==> src/rtl/gdp_sequencer_if.sv <==
// Handshake bundle between the gdp frame sequencer and its stat store, gdp pipeline and score store.
interface gdp_sequencer_if #(
    parameter int N_COMPONENTS = 25,
    parameter int STAT_AW      = 14
);
    logic                       new_vector;
    logic [N_COMPONENTS*16-1:0] x;
    logic                       busy;
    logic                       frame_done;
    logic                       err;
    logic                       stat_req;
    logic [STAT_AW-1:0]         stat_addr;
    logic                       stat_valid;
    logic [47:0]                stat_data;
    logic                       gdp_valid;
    logic [15:0]                gdp_x;
    logic [15:0]                gdp_k;
    logic [15:0]                gdp_omega;
    logic [15:0]                gdp_mean;
    logic                       gdp_first;
    logic                       gdp_last;
    logic                       gdp_ready;
    logic [15:0]                gdp_ln_p;
    logic                       score_we;
    logic [8:0]                 score_addr;
    logic [15:0]                score_data;
    logic                       score_ack;

    modport master (
        input  new_vector, x, stat_valid, stat_data, gdp_ready, gdp_ln_p, score_ack,
        output busy, frame_done, err, stat_req, stat_addr,
               gdp_valid, gdp_x, gdp_k, gdp_omega, gdp_mean, gdp_first, gdp_last,
               score_we, score_addr, score_data
    );

    modport slave (
        output new_vector, x, stat_valid, stat_data, gdp_ready, gdp_ln_p, score_ack,
        input  busy, frame_done, err, stat_req, stat_addr,
               gdp_valid, gdp_x, gdp_k, gdp_omega, gdp_mean, gdp_first, gdp_last,
               score_we, score_addr, score_data
    );
endinterface

==> src/rtl/gdp_sequencer.sv <==
// Frame scheduler for the Gaussian distance pipeline: fetches stats per senone x component, issues
// operands to gdp and drains per-senone scores through a credit-limited FIFO to score storage.
module gdp_sequencer #(
    parameter int N_COMPONENTS = 25,
    parameter int N_SENONES    = 512,
    parameter int STAT_AW      = 14,
    parameter int SCORE_DEPTH  = 4
) (
    input  logic           clk,
    input  logic           reset,
    gdp_sequencer_if.master bus
);
    localparam int CW  = (N_COMPONENTS > 1) ? $clog2(N_COMPONENTS) : 1;
    localparam int SW  = $clog2(N_SENONES + 1);
    localparam int CRW = $clog2(SCORE_DEPTH + 1);
    localparam int PW  = $clog2(SCORE_DEPTH);

    typedef enum logic [1:0] {S_IDLE, S_FETCH, S_DRAIN, S_DONE} state_t;

    state_t             state_q, state_d;
    logic [15:0]        x_q [N_COMPONENTS];
    logic [CW-1:0]      comp_q;
    logic [SW-1:0]      sen_q;
    logic [SW-1:0]      wr_sen_q;
    logic [STAT_AW-1:0] addr_q;
    logic [CRW-1:0]     credits_q;
    logic [CRW-1:0]     cnt_q;
    logic [PW-1:0]      rd_ptr_q, wr_ptr_q;
    logic [15:0]        fifo_q [SCORE_DEPTH];
    logic               err_q;
    logic               gdp_valid_q, gdp_first_q, gdp_last_q;
    logic [15:0]        gdp_x_q, gdp_k_q, gdp_omega_q, gdp_mean_q;

    logic stat_req_c, frame_done_c, issue, start, stall, comp_last, sen_last;
    logic full, push, pop, score_we_c, credit_dec;

    assign comp_last  = (comp_q == CW'(N_COMPONENTS - 1));
    assign sen_last   = (sen_q == SW'(N_SENONES - 1));
    assign stall      = (comp_q == '0) && (credits_q == '0);
    assign start      = (state_q == S_IDLE) && bus.new_vector;
    assign issue      = stat_req_c && bus.stat_valid;
    assign credit_dec = issue && (comp_q == '0);
    assign full       = (cnt_q == CRW'(SCORE_DEPTH));
    assign push       = bus.gdp_ready && !full;
    assign score_we_c = (cnt_q != '0);
    assign pop        = score_we_c && bus.score_ack;

    always_ff @(posedge clk or negedge reset) begin
        if (!reset) state_q <= S_IDLE;
        else        state_q <= state_d;
    end

    always_comb begin
        state_d      = state_q;
        stat_req_c   = 1'b0;
        frame_done_c = 1'b0;
        case (state_q)
            S_IDLE:  if (bus.new_vector) state_d = S_FETCH;
            S_FETCH: begin
                stat_req_c = !stall;
                if (stat_req_c && bus.stat_valid && comp_last && sen_last) state_d = S_DRAIN;
            end
            S_DRAIN: if (wr_sen_q == SW'(N_SENONES)) state_d = S_DONE;
            S_DONE: begin
                frame_done_c = 1'b1;
                state_d      = S_IDLE;
            end
            default: state_d = S_IDLE;
        endcase
    end

    // Fetch order is linear in sen*N_COMPONENTS+comp, so the address is a plain counter.
    always_ff @(posedge clk or negedge reset) begin
        if (!reset) begin
            for (int unsigned i = 0; i < N_COMPONENTS; i++) x_q[i] <= '0;
            for (int unsigned i = 0; i < SCORE_DEPTH; i++) fifo_q[i] <= '0;
            comp_q      <= '0;
            sen_q       <= '0;
            wr_sen_q    <= '0;
            addr_q      <= '0;
            credits_q   <= CRW'(SCORE_DEPTH);
            cnt_q       <= '0;
            rd_ptr_q    <= '0;
            wr_ptr_q    <= '0;
            err_q       <= 1'b0;
            gdp_valid_q <= 1'b0;
            gdp_first_q <= 1'b0;
            gdp_last_q  <= 1'b0;
            gdp_x_q     <= '0;
            gdp_k_q     <= '0;
            gdp_omega_q <= '0;
            gdp_mean_q  <= '0;
        end else begin
            gdp_valid_q <= 1'b0;
            if (issue) begin
                gdp_valid_q <= 1'b1;
                gdp_x_q     <= x_q[comp_q];
                gdp_k_q     <= bus.stat_data[47:32];
                gdp_omega_q <= bus.stat_data[31:16];
                gdp_mean_q  <= bus.stat_data[15:0];
                gdp_first_q <= (comp_q == '0);
                gdp_last_q  <= comp_last;
                addr_q      <= addr_q + STAT_AW'(1);
                if (comp_last) begin
                    comp_q <= '0;
                    sen_q  <= sen_q + SW'(1);
                end else begin
                    comp_q <= comp_q + CW'(1);
                end
            end
            if (push) begin
                fifo_q[wr_ptr_q] <= bus.gdp_ln_p;
                wr_ptr_q         <= wr_ptr_q + PW'(1);
            end
            if (pop) begin
                rd_ptr_q <= rd_ptr_q + PW'(1);
                wr_sen_q <= wr_sen_q + SW'(1);
            end
            cnt_q     <= cnt_q + CRW'(push) - CRW'(pop);
            credits_q <= credits_q + CRW'(pop) - CRW'(credit_dec);
            if (bus.gdp_ready && full) err_q <= 1'b1;
            if (start) begin
                for (int unsigned i = 0; i < N_COMPONENTS; i++) x_q[i] <= bus.x[i*16 +: 16];
                comp_q   <= '0;
                sen_q    <= '0;
                addr_q   <= '0;
                wr_sen_q <= '0;
                err_q    <= 1'b0;
            end
        end
    end

    assign bus.busy       = (state_q != S_IDLE);
    assign bus.frame_done = frame_done_c;
    assign bus.err        = err_q;
    assign bus.stat_req   = stat_req_c;
    assign bus.stat_addr  = addr_q;
    assign bus.gdp_valid  = gdp_valid_q;
    assign bus.gdp_x      = gdp_x_q;
    assign bus.gdp_k      = gdp_k_q;
    assign bus.gdp_omega  = gdp_omega_q;
    assign bus.gdp_mean   = gdp_mean_q;
    assign bus.gdp_first  = gdp_first_q;
    assign bus.gdp_last   = gdp_last_q;
    assign bus.score_we   = score_we_c;
    assign bus.score_addr = 9'(wr_sen_q);
    assign bus.score_data = fifo_q[rd_ptr_q];
endmodule

==> src/flat_wrapper.sv <==
// flat-port wrapper written by rule: the top's interface ports become plain ports
module gdp_sequencer_flat 
#(
    parameter int N_COMPONENTS = 25,
    parameter int N_SENONES    = 512,
    parameter int STAT_AW      = 14,
    parameter int SCORE_DEPTH  = 4
)
  (clk, reset, bus_new_vector, bus_x, bus_stat_valid, bus_stat_data, bus_gdp_ready, bus_gdp_ln_p, bus_score_ack, bus_busy, bus_frame_done, bus_err, bus_stat_req, bus_stat_addr, bus_gdp_valid, bus_gdp_x, bus_gdp_k, bus_gdp_omega, bus_gdp_mean, bus_gdp_first, bus_gdp_last, bus_score_we, bus_score_addr, bus_score_data);
  gdp_sequencer_if #(.N_COMPONENTS(N_COMPONENTS), .STAT_AW(STAT_AW)) bus_i ();
  input  logic clk;
  input  logic reset;
  input wire logic [$bits(bus_i.new_vector)-1:0] bus_new_vector;
  input wire logic [$bits(bus_i.x)-1:0] bus_x;
  input wire logic [$bits(bus_i.stat_valid)-1:0] bus_stat_valid;
  input wire logic [$bits(bus_i.stat_data)-1:0] bus_stat_data;
  input wire logic [$bits(bus_i.gdp_ready)-1:0] bus_gdp_ready;
  input wire logic [$bits(bus_i.gdp_ln_p)-1:0] bus_gdp_ln_p;
  input wire logic [$bits(bus_i.score_ack)-1:0] bus_score_ack;
  output wire logic [$bits(bus_i.busy)-1:0] bus_busy;
  output wire logic [$bits(bus_i.frame_done)-1:0] bus_frame_done;
  output wire logic [$bits(bus_i.err)-1:0] bus_err;
  output wire logic [$bits(bus_i.stat_req)-1:0] bus_stat_req;
  output wire logic [$bits(bus_i.stat_addr)-1:0] bus_stat_addr;
  output wire logic [$bits(bus_i.gdp_valid)-1:0] bus_gdp_valid;
  output wire logic [$bits(bus_i.gdp_x)-1:0] bus_gdp_x;
  output wire logic [$bits(bus_i.gdp_k)-1:0] bus_gdp_k;
  output wire logic [$bits(bus_i.gdp_omega)-1:0] bus_gdp_omega;
  output wire logic [$bits(bus_i.gdp_mean)-1:0] bus_gdp_mean;
  output wire logic [$bits(bus_i.gdp_first)-1:0] bus_gdp_first;
  output wire logic [$bits(bus_i.gdp_last)-1:0] bus_gdp_last;
  output wire logic [$bits(bus_i.score_we)-1:0] bus_score_we;
  output wire logic [$bits(bus_i.score_addr)-1:0] bus_score_addr;
  output wire logic [$bits(bus_i.score_data)-1:0] bus_score_data;
  assign bus_i.new_vector = bus_new_vector;
  assign bus_i.x = bus_x;
  assign bus_i.stat_valid = bus_stat_valid;
  assign bus_i.stat_data = bus_stat_data;
  assign bus_i.gdp_ready = bus_gdp_ready;
  assign bus_i.gdp_ln_p = bus_gdp_ln_p;
  assign bus_i.score_ack = bus_score_ack;
  assign bus_busy = bus_i.busy;
  assign bus_frame_done = bus_i.frame_done;
  assign bus_err = bus_i.err;
  assign bus_stat_req = bus_i.stat_req;
  assign bus_stat_addr = bus_i.stat_addr;
  assign bus_gdp_valid = bus_i.gdp_valid;
  assign bus_gdp_x = bus_i.gdp_x;
  assign bus_gdp_k = bus_i.gdp_k;
  assign bus_gdp_omega = bus_i.gdp_omega;
  assign bus_gdp_mean = bus_i.gdp_mean;
  assign bus_gdp_first = bus_i.gdp_first;
  assign bus_gdp_last = bus_i.gdp_last;
  assign bus_score_we = bus_i.score_we;
  assign bus_score_addr = bus_i.score_addr;
  assign bus_score_data = bus_i.score_data;
  gdp_sequencer #(.N_COMPONENTS(N_COMPONENTS), .N_SENONES(N_SENONES), .STAT_AW(STAT_AW), .SCORE_DEPTH(SCORE_DEPTH)) u_core (.clk(clk), .reset(reset), .bus(bus_i));
endmodule
==> config.mk <==
export PLATFORM = sky130hd
export DESIGN_NAME = gdp_sequencer_flat
export DESIGN_NICKNAME = d
export VERILOG_FILES = /design/src/rtl/gdp_sequencer_if.sv /design/src/rtl/gdp_sequencer.sv /design/src/flat_wrapper.sv
export SDC_FILE = /design/constraint.sdc
export NUM_CORES = 1
export LEC_CHECK = 0
export CORE_MARGIN = 8
export CORE_UTILIZATION = 50
export CTS_BUF_LIST = sky130_fd_sc_hd__clkbuf_8
export CTS_CLUSTER_DIAMETER = 100
export DETAILED_ROUTE_END_ITERATION = 10
export PLACE_DENSITY = 0.79
export SKIP_CTS_REPAIR_TIMING = 1
export SLEW_MARGIN = 5
export SYNTH_ARGS = -nofsm -noshare
export SYNTH_HDL_FRONTEND = slang
export SYNTH_SLANG_ARGS = --single-unit
==> constraint.sdc <==
create_clock -name clk -period 6.7 [get_ports clk]
set_input_delay 1.34 -clock clk [delete_from_list [all_inputs] [get_ports clk]]
set_output_delay 1.34 -clock clk [all_outputs]
set_load 0.01 [all_outputs]
==> results of run 1 <==
-- worst min-delay path by stage --
stage	from	endpoint	depth (start not counted)
6_report	u_core.bus.gdp_k[15]	u_core.bus.gdp_k[15]	2
3_3_place_gp	u_core.bus.gdp_k[2]	u_core.bus.gdp_k[2]	2
2_1_floorplan	u_core.credits_q[1]	u_core.credits_q[2]	1
4_1_cts	u_core.bus.gdp_k[15]	u_core.bus.gdp_k[15]	2
5_1_grt	u_core.bus.gdp_mean[2]	u_core.bus.gdp_mean[2]	2
3_5_place_dp	u_core.bus.gdp_k[15]	u_core.bus.gdp_k[15]	2
-- power by group through the flow --
stage | Combinational, mW | Clock (mW) | Sequential (mW)
2_1_floorplan | 1.58 | 0 | 4.18
3_3_place_gp | 2.67 | 0 | 4.38
3_5_place_dp | 2.72 | 0 | 4.41
4_1_cts | 2.74 | 3.28 | 4.35
5_1_grt | 2.89 | 3.45 | 4.41
6_report | 2.70 | 3.21 | 4.36
-- routing by layer --
metal	vias to the layer above	GRT usage (%)	routed length (microns)
met5	-	0	142
met4	22	8.38	2130
met3	135	8.91	6410
met2	589	44.8	40500
met1	9023	32.6	31300
li1	7839	-	-
-- cell type report --
type	count	area, sq um
Antenna cell	14	35.0
Clock buffer	126	1730
Clock inverter	49	285
Fill cell	3645	17100
Inverter	18	67.6
Multi-Input combinational cell	1135	10700
Sequential cell	583	14600
Tap cell	680	851
Timing Repair Buffer	595	6000
-- critical path, stage by stage, from the launching register on --
cell                              delay, ns
sky130_fd_sc_hd__dfrtp_4               0.74
sky130_fd_sc_hd__inv_1                 0.29
sky130_fd_sc_hd__ha_1                  0.20
sky130_fd_sc_hd__nor4b_2               0.59
sky130_fd_sc_hd__a21boi_0              0.31
sky130_fd_sc_hd__clkdlybuf4s50_1       0.56
-- flip-flops by register name, summed over array words and instances, names as in the netlist, 2 cells and up --
signal,flops
u_core.bus.stat_addr,14
u_core.wr_sen_q,10
u_core.bus.gdp_omega,16
u_core.fifo_q,64
u_core.cnt_q,3
u_core.comp_q,5
u_core.sen_q,10
u_core.credits_q,3
u_core.rd_ptr_q,2
u_core.wr_ptr_q,2
u_core.bus.gdp_x,16
u_core.bus.gdp_mean,16
u_core.bus.gdp_k,16
u_core.state_q,2
u_core.x_q,400
-- placed cells by master, fill, tap and decap left out, types with 4 or more instances in the layout --
cell type,count
sky130_fd_sc_hd__nand2b_1,6
sky130_fd_sc_hd__nor4b_1,4
sky130_fd_sc_hd__mux2i_1,56
sky130_fd_sc_hd__clkbuf_8,126
sky130_fd_sc_hd__nor2b_1,13
sky130_fd_sc_hd__nand3_1,18
sky130_fd_sc_hd__nand2_1,202
sky130_fd_sc_hd__buf_12,6
sky130_fd_sc_hd__a2111oi_0,8
sky130_fd_sc_hd__o21ai_0,13
sky130_fd_sc_hd__o31ai_1,7
sky130_fd_sc_hd__ha_1,19
sky130_fd_sc_hd__nand4_1,7
sky130_fd_sc_hd__a21oi_1,12
sky130_fd_sc_hd__a211oi_1,21
sky130_fd_sc_hd__clkinv_2,10
sky130_fd_sc_hd__diode_2,14
sky130_fd_sc_hd__xnor2_1,19
sky130_fd_sc_hd__inv_1,48
sky130_fd_sc_hd__buf_4,9
sky130_fd_sc_hd__mux4_2,78
sky130_fd_sc_hd__nor3_1,7
sky130_fd_sc_hd__a22o_1,11
sky130_fd_sc_hd__nor4_1,6
sky130_fd_sc_hd__clkdlybuf4s50_1,579
sky130_fd_sc_hd__nor2_1,61
sky130_fd_sc_hd__a22oi_1,11
sky130_fd_sc_hd__and3_1,10
sky130_fd_sc_hd__o22ai_1,15
sky130_fd_sc_hd__mux2_2,471
sky130_fd_sc_hd__dfrtp_1,578
sky130_fd_sc_hd__xor2_1,19
-- synth_stat cells, types with 3 or more instances --
cell type	n	area (sq um)
sky130_fd_sc_hd__dfrtp_1	582	14600
sky130_fd_sc_hd__mux2_2	471	5300
sky130_fd_sc_hd__nand2_1	202	758
sky130_fd_sc_hd__mux4_2	78	1760
sky130_fd_sc_hd__nor2_1	62	233
sky130_fd_sc_hd__buf_2	61	305
sky130_fd_sc_hd__mux2i_1	56	561
sky130_fd_sc_hd__clkbuf_1	34	128
sky130_fd_sc_hd__a211oi_1	21	158
sky130_fd_sc_hd__buf_4	19	143
sky130_fd_sc_hd__ha_1	19	238
sky130_fd_sc_hd__xnor2_1	19	166
sky130_fd_sc_hd__xor2_1	19	166
sky130_fd_sc_hd__inv_1	18	67.6
sky130_fd_sc_hd__nand3_1	18	90.1
sky130_fd_sc_hd__o22ai_1	15	93.8
sky130_fd_sc_hd__nor2b_1	13	81.3
sky130_fd_sc_hd__o21ai_0	13	65.1
sky130_fd_sc_hd__a21oi_1	12	60.1
sky130_fd_sc_hd__a22o_1	11	96.3
sky130_fd_sc_hd__a22oi_1	11	82.6
sky130_fd_sc_hd__a2111oi_0	10	87.6
sky130_fd_sc_hd__and3_1	10	62.6
sky130_fd_sc_hd__nand4_1	7	43.8
sky130_fd_sc_hd__nor3_1	7	35.0
sky130_fd_sc_hd__o31ai_1	7	52.6
sky130_fd_sc_hd__buf_6	6	67.6
sky130_fd_sc_hd__nand2b_1	6	37.5
sky130_fd_sc_hd__nor4_1	6	37.5
sky130_fd_sc_hd__and2_1	4	25.0
sky130_fd_sc_hd__buf_1	4	15.0
sky130_fd_sc_hd__nor4b_1	4	35.0
sky130_fd_sc_hd__a21o_1	3	22.5
sky130_fd_sc_hd__nand4b_1	3	26.3
-- cells by family (layout without fill, tap and decap cells) --
logic type,Yosys count,in the layout,synth area share [%]
buf+inv,142,788,2.79
flops,583,583,56.2
compound gates,119,119,3.26
other cells,0,14,0
mux,606,606,29.4
xor+xnor,38,38,1.28
fa+ha+maj,21,21,1.07
simple gates,351,351,6.01
==> results.md, run 1 <==
- Entering global routing, the biggest net connects 179 pins.
- The initial utilization of the core area, before any placement, comes to 50.6%.
- Setup repair after global routing left no endpoint under its margin.
- The pre-CTS worst setup slack is 2.26 ns.
- The post-route clock skew is 0.0304 ns.
- TritonCTS built the clock tree.
- The worst hold-check path type is reg -> reg.
- The layout-stage area growth over the synthesis result is 31.8%.
- The analysis attributes to net switching a power of 3.18 mW.
- Combinational logic is responsible for 26.3% of the overall power.
- The routability congestion estimate is 0.832.
- The design draws 10.3 mW.
- Across every metal layer, demand over resource in global routing totals 26.8%.
- After the last flow step, the layout net total stands at 2,921.
- The critical path is of the reg -> out type.
- The CTS root buffer is sky130_fd_sc_hd__clkbuf_8.
- The count of pins over their slew limit is 0.
- Using the TritonRoute via totals, the vias-per-cell ratio works out to 5.50.
- After detailed placement, the design holds a cell count of 3,011.
- The I/O pin total is 581.
- Counting along the longest clock path gives a buffer depth of 3.
- The worst flop-to-flop path endpoint is u_core.credits_q[2].
- The data required time of the critical path is 5.36 ns.
- Excluding fillers, the count of instances in the completed layout stands at 3,200.
- The initial antenna violation count is 24.
- The startpoint kind of the worst setup timing path is a flop.
- The die area is 59,500 sq um.
- The setup check on the worst reg-to-reg path leaves a slack of 2.49 ns.
- The die boundary width is 244 microns.
- Among all flip-flop cells after synthesis, the most frequent one is sky130_fd_sc_hd__dfrtp_1.
- The count of cells along the worst register-to-register path is 13.
- The post-synthesis sequential element count is 583.
- The power share of the clock group is 31.3%.
- After clock tree synthesis, the clock-pin slew on the worst setup and hold paths is 0.06 ns.
- Measured against its own limit, the worst slew margin works out to 24.0%.
- Measured on the finished design, the core utilization comes to 66.7%.
- The count of mapped cells out of synthesis is 1,860.
- In this run the worst path has a maximum fanout of 39.
- The later-pin clock latency in the skew report is 0.68 ns.
- The floorplan has 83 rows.
- The arrival time at the worst endpoint is 3.37 ns.
- The endpoint of the most critical setup path is bus_stat_req.
- The die is 244 microns tall.
- The HPWL after detailed placement is 59,900 microns.
- The number of hold-slack violations in the final timing report is 0.
- The number of buffers created by CTS is 97.
- The critical path endpoint category is an output port.
- The final critical-path setup slack is 1.99 ns.
- The post-route netlist has 28.8% of its cells at a drive strength greater than 1.
- Once layout is done, the placed cells without fillers occupy 34,200 sq um.
- Of the total power, the share spent switching nets is 31.0%.
- After routing, the total negative slack on setup checks comes to 0 ns.
- Counting flops with an async set or reset pin after synthesis yields a share of 100%.
- Across the run, the number of max-cap violations was 0.
- The sequential power share is 42.5%.
- In this run the worst setup path begins at u_core.comp_q[0].
- The maximum level of the CTS H-tree is 3.
- The pre-antenna-repair detailed-routing pass consisted of 5 iterations.
- The average instance area after synthesis is 14.0 sq um.
- For this design the ratio of total power to cell area is 300 nW/um^2.
- The count of buffers added on input and output ports is 580.
- The leakage power figure is 15.9 nW.
- The number of remaining DRC errors is 0.
- For the pin with the worst max-slew slack, the measured transition is 1.14 ns.
- Of the available clock period, the critical path in the final layout requires 70.3%.
- The clock period could shrink to 4.71 ns.
- The global-route wire length before repair is 122,000 microns.
- The core region is 51,300 sq um.
- The run finished with clean final reports.
- After detailed routing, the average wire length per cell comes to 25.1 microns.
- The number of distinct library cells after synthesis is 57.
- The internal power of the cells totals 7.09 mW.
- Yosys printed 0 warnings.
- Static timing analysis puts the maximum clock frequency at 212 MHz.
- The total global routing overflow is 0.
- For this block, the initial DRC count from the detailed router was 1,037.
- The startpoint identified for the worst register-to-register timing path is u_core.comp_q[0].
- Hold timing on the final database bottoms out at a slack of 0.477 ns.
- Summing every instance area after synthesis gives 26,000 sq um.
- The number of flops mapped to enable cells by yosys is 0.
- The number of nets handed over by synthesis was 2,351.
- Once detail routing completed, the nets flagged for antenna violations numbered 0.
- The number of global-route vias before repair was 19,500.
- The total length of routed wires is 80,500 microns.
- The worst-case IR drop observed on VDD is 0.181 mV.
- The tree built by TritonCTS fans out to 583 sinks.
- After synthesis, flip-flops and latches occupy 56.2% of the total area.
- The final-report setup violation count is 0.
- The total via count in the routed design is 17,600.
- The placed instance area is 32,200 sq um.
Note: power is estimated with default switching activity, not from simulation.
==> inputs of run 2 (changes only) <==
Settings changed: CORE_UTILIZATION 50 to 47, PLACE_DENSITY 0.79 to 0.78.
Clock period 6.7 ns to 3.8 ns, I/O delays scaled along.
==> run 2 against run 1 <==
  * Clock power is 83% higher
  * Wire length is 2.4% higher
  * Utilization is 3.5 points lower
  * Flip-flop and latch count stayed put
  * First-iteration DRC count is 1.4% lower
  * Critical endpoint unchanged
  * Critical path depth is 1 higher
  * Die area is 6.0% higher
  * Combinational power is 91% higher
  * Via count is 2.3% higher
==> results.md, run 2 (synthesized netlist as in run 1, its figures left out) <==
- The worst slew slack as a fraction of its limit is 28.2% (was 24.0%).
- The number of global-route vias before repair is 20,000 (was 19,500).
- The total length of routed wires is 82,400 microns (was 80,500 microns).
- The pin count of the biggest net entering global routing was 110 (was 179).
- The arrival time at the worst endpoint is 2.68 ns (was 3.37 ns).
- Run status: finished, final reports clean (unchanged).
- The number of violations reported at the end of detailed-routing iteration 0 is 1,023 (was 1,037).
- The number of iterations in the first detailed-routing pass was 4 (was 5).
- The pin slew with the least headroom to its limit came to 1.07 ns (was 1.14 ns).
- The number of nets in the final layout is 2,958 (was 2,921).
- The number of flip-flops in the largest register is 400 (unchanged).
- Setup repair after global routing missed its margin: false (unchanged).
- The total via count in the routed design is 18,000 (was 17,600).
- The maximum achievable frequency is 290 MHz.
- The CTS tree is yes (unchanged).
- Dividing the final minimum period by the clock period gives 90.6%.
- The register name with the most flops is u_core.x_q (unchanged).
- The worst hold-check path type is in -> async (was reg -> reg).
- The total of max-cap violations is 0 (unchanged).
- The maximum fanout encountered on the critical timing path is 5 (was 39).
- The clock slew seen by the registers of the worst setup and hold paths came to 0.06 ns (about the same).
- The mean number of vias per cell is 5.52 (was 5.50).
- The CTS root buffer is sky130_fd_sc_hd__clkbuf_8 (unchanged).
- The routability congestion estimate is 0.904 (was 0.832).
- The ratio of total power to cell area is 530 nW/um^2 (was 300 nW/um^2).
- The routed length per instance is 25.3 microns (was 25.1 microns).
- The starting utilization of the core area was 47.3% (was 50.6%).
- The HPWL reported at the end of detailed placement is 61,900 microns (was 59,900 microns).
- The vertical extent of the die is 251 microns (was 244 microns).
- The total instance count after detailed placement is 3,071 (was 3,011).
- The post-layout minimum cycle time is 3.44 ns.
- The maximum vdd drop is 0.436 mV (was 0.181 mV).
- The leakage power figure is 16.2 nW (was 15.9 nW).
- The final-report setup violation count was 0 (unchanged).
- The initial antenna violation count is 20 (was 24).
- The count of pins over their slew limit came to 0 (unchanged).
- The total negative slack for setup checks is 0 ns (unchanged).
- The number of hold-slack violations in the final timing report is 0 (unchanged).
- The I/O pin total is 581 (unchanged).
- The leading cell type in the layout, fill and taps excluded is sky130_fd_sc_hd__clkdlybuf4s50_1 (unchanged).
- The layout-stage area growth over the synthesis result is 33.7% (was 31.8%).
- The number of sinks on the clock net is 583 (unchanged).
- The die area came to 63,000 sq um (was 59,500 sq um).
- The maximum buffer depth of the clock tree is 3 (unchanged).
- The total global routing overflow is 0 (unchanged).
- The startpoint kind of the worst setup timing path is a flop (unchanged).
- The core area is 54,900 sq um (was 51,300 sq um).
- The data required time of the critical path is 3.04 ns (was 5.36 ns).
- The filler-free cell count of the finished design is 3,263 (was 3,200).
- Top Registers: u_core.x_q (400), u_core.fifo_q (64) (unchanged).
- Leading cell types in the layout, fill and taps excluded: sky130_fd_sc_hd__clkdlybuf4s50_1 (579), sky130_fd_sc_hd__dfrtp_1 (578), sky130_fd_sc_hd__mux2_2 (471) (unchanged).
- The die boundary width came to 251 microns (was 244 microns).
- The critical path endpoint category is an output port (unchanged).
- The count of standard-cell rows came to 86 (was 83).
- The post-route clock skew is 0.0236 ns (was 0.0304 ns).
- The number of buffers created by CTS was 98 (was 97).
- The number of remaining DRC errors is 0 (unchanged).
- The all-layer global routing usage is 25.8% (was 26.8%).
- The number of buffer cells added on primary ports was 580 (unchanged).
- The kind of critical path is reg -> out (unchanged).
- The later-pin clock latency in the skew report was 0.68 ns (about the same).
- The global-route wire length before repair came to 123,000 microns (was 122,000 microns).
- The share of post-route cells with drive strength above 1 is 30.0% (was 28.8%).
- The maximum level of the CTS H-tree came to 3 (unchanged).
- The post-detailed-route count of antenna-violating nets is 0 (unchanged).
-- run 2: through the flow --
| stage | total power, mW | cell area, sq um | utilization, % | hold WS (ns) | worst slack (ns) |
|---|---|---|---|---|---|
| after floorplan | 10.2 | 26000 | - | 0.464 | 0.570 |
| after global placement | 12.5 | 32600 | 59.4 | 0.456 | 0.549 |
| after detailed placement | 12.7 | 32600 | 59.4 | 0.462 | 0.546 |
| after CTS | 18.6 | 34700 | 63.2 | 0.0530 | 0.307 |
| after global routing | 19.3 | 34700 | 63.2 | 0.0828 | 0.264 |
| final | 18.4 | 34700 | 63.2 | 0.0639 | 0.357 |
-- run 2: final cells by class --
class,count,area [sq um]
clock inverters,50,308
inverters,18,67.6
well taps,704,881
multi-input cells,1135,10700
diodes,11,27.5
flip-flops and latches,583,14600
repair buffers,631,6360
clock buffers,131,1800
fillers,4025,20200
-- run 2: layer usage --
layer	up-vias	share of wire, %	global-route usage (%)
met2	689	50	43.1
met5	-	0.14	0
met4	18	3.1	10.1
met3	137	8.6	8.52
li1	7933	-	-
met1	9239	38	30.9
-- run 2: power by group --
group | internal, mW | switching [mW]
Sequential | 6.88 | 0.514
Combinational | 2.60 | 2.55
Clock | 3.28 | 2.57
-- run 2: critical path, cell delays in order (launching register included) --
cell and delay (ns):
sky130_fd_sc_hd__dfrtp_4 0.42, sky130_fd_sc_hd__inv_1 0.14, sky130_fd_sc_hd__ha_1 0.25, sky130_fd_sc_hd__nor4b_2 0.16, sky130_fd_sc_hd__buf_4 0.18, sky130_fd_sc_hd__a21boi_0 0.26, sky130_fd_sc_hd__clkdlybuf4s50_1 0.61
-- run 2: worst paths after layout --
path,depth (start not counted),start,end,slack (ns)
setup / recovery,6,u_core.comp_q[0],bus_stat_req,0.36
hold / removal,1,reset,u_core.cnt_q[1],0.06
setup reg to reg,6,u_core.comp_q[0],u_core.bus.gdp_x[4],0.71
hold reg to reg,2,u_core.bus.gdp_k[15],u_core.bus.gdp_k[15],0.47
max in group asynchronous,2,reset,u_core.x_q[261],2.70
min in group clk,2,u_core.bus.gdp_k[15],u_core.bus.gdp_k[15],0.47
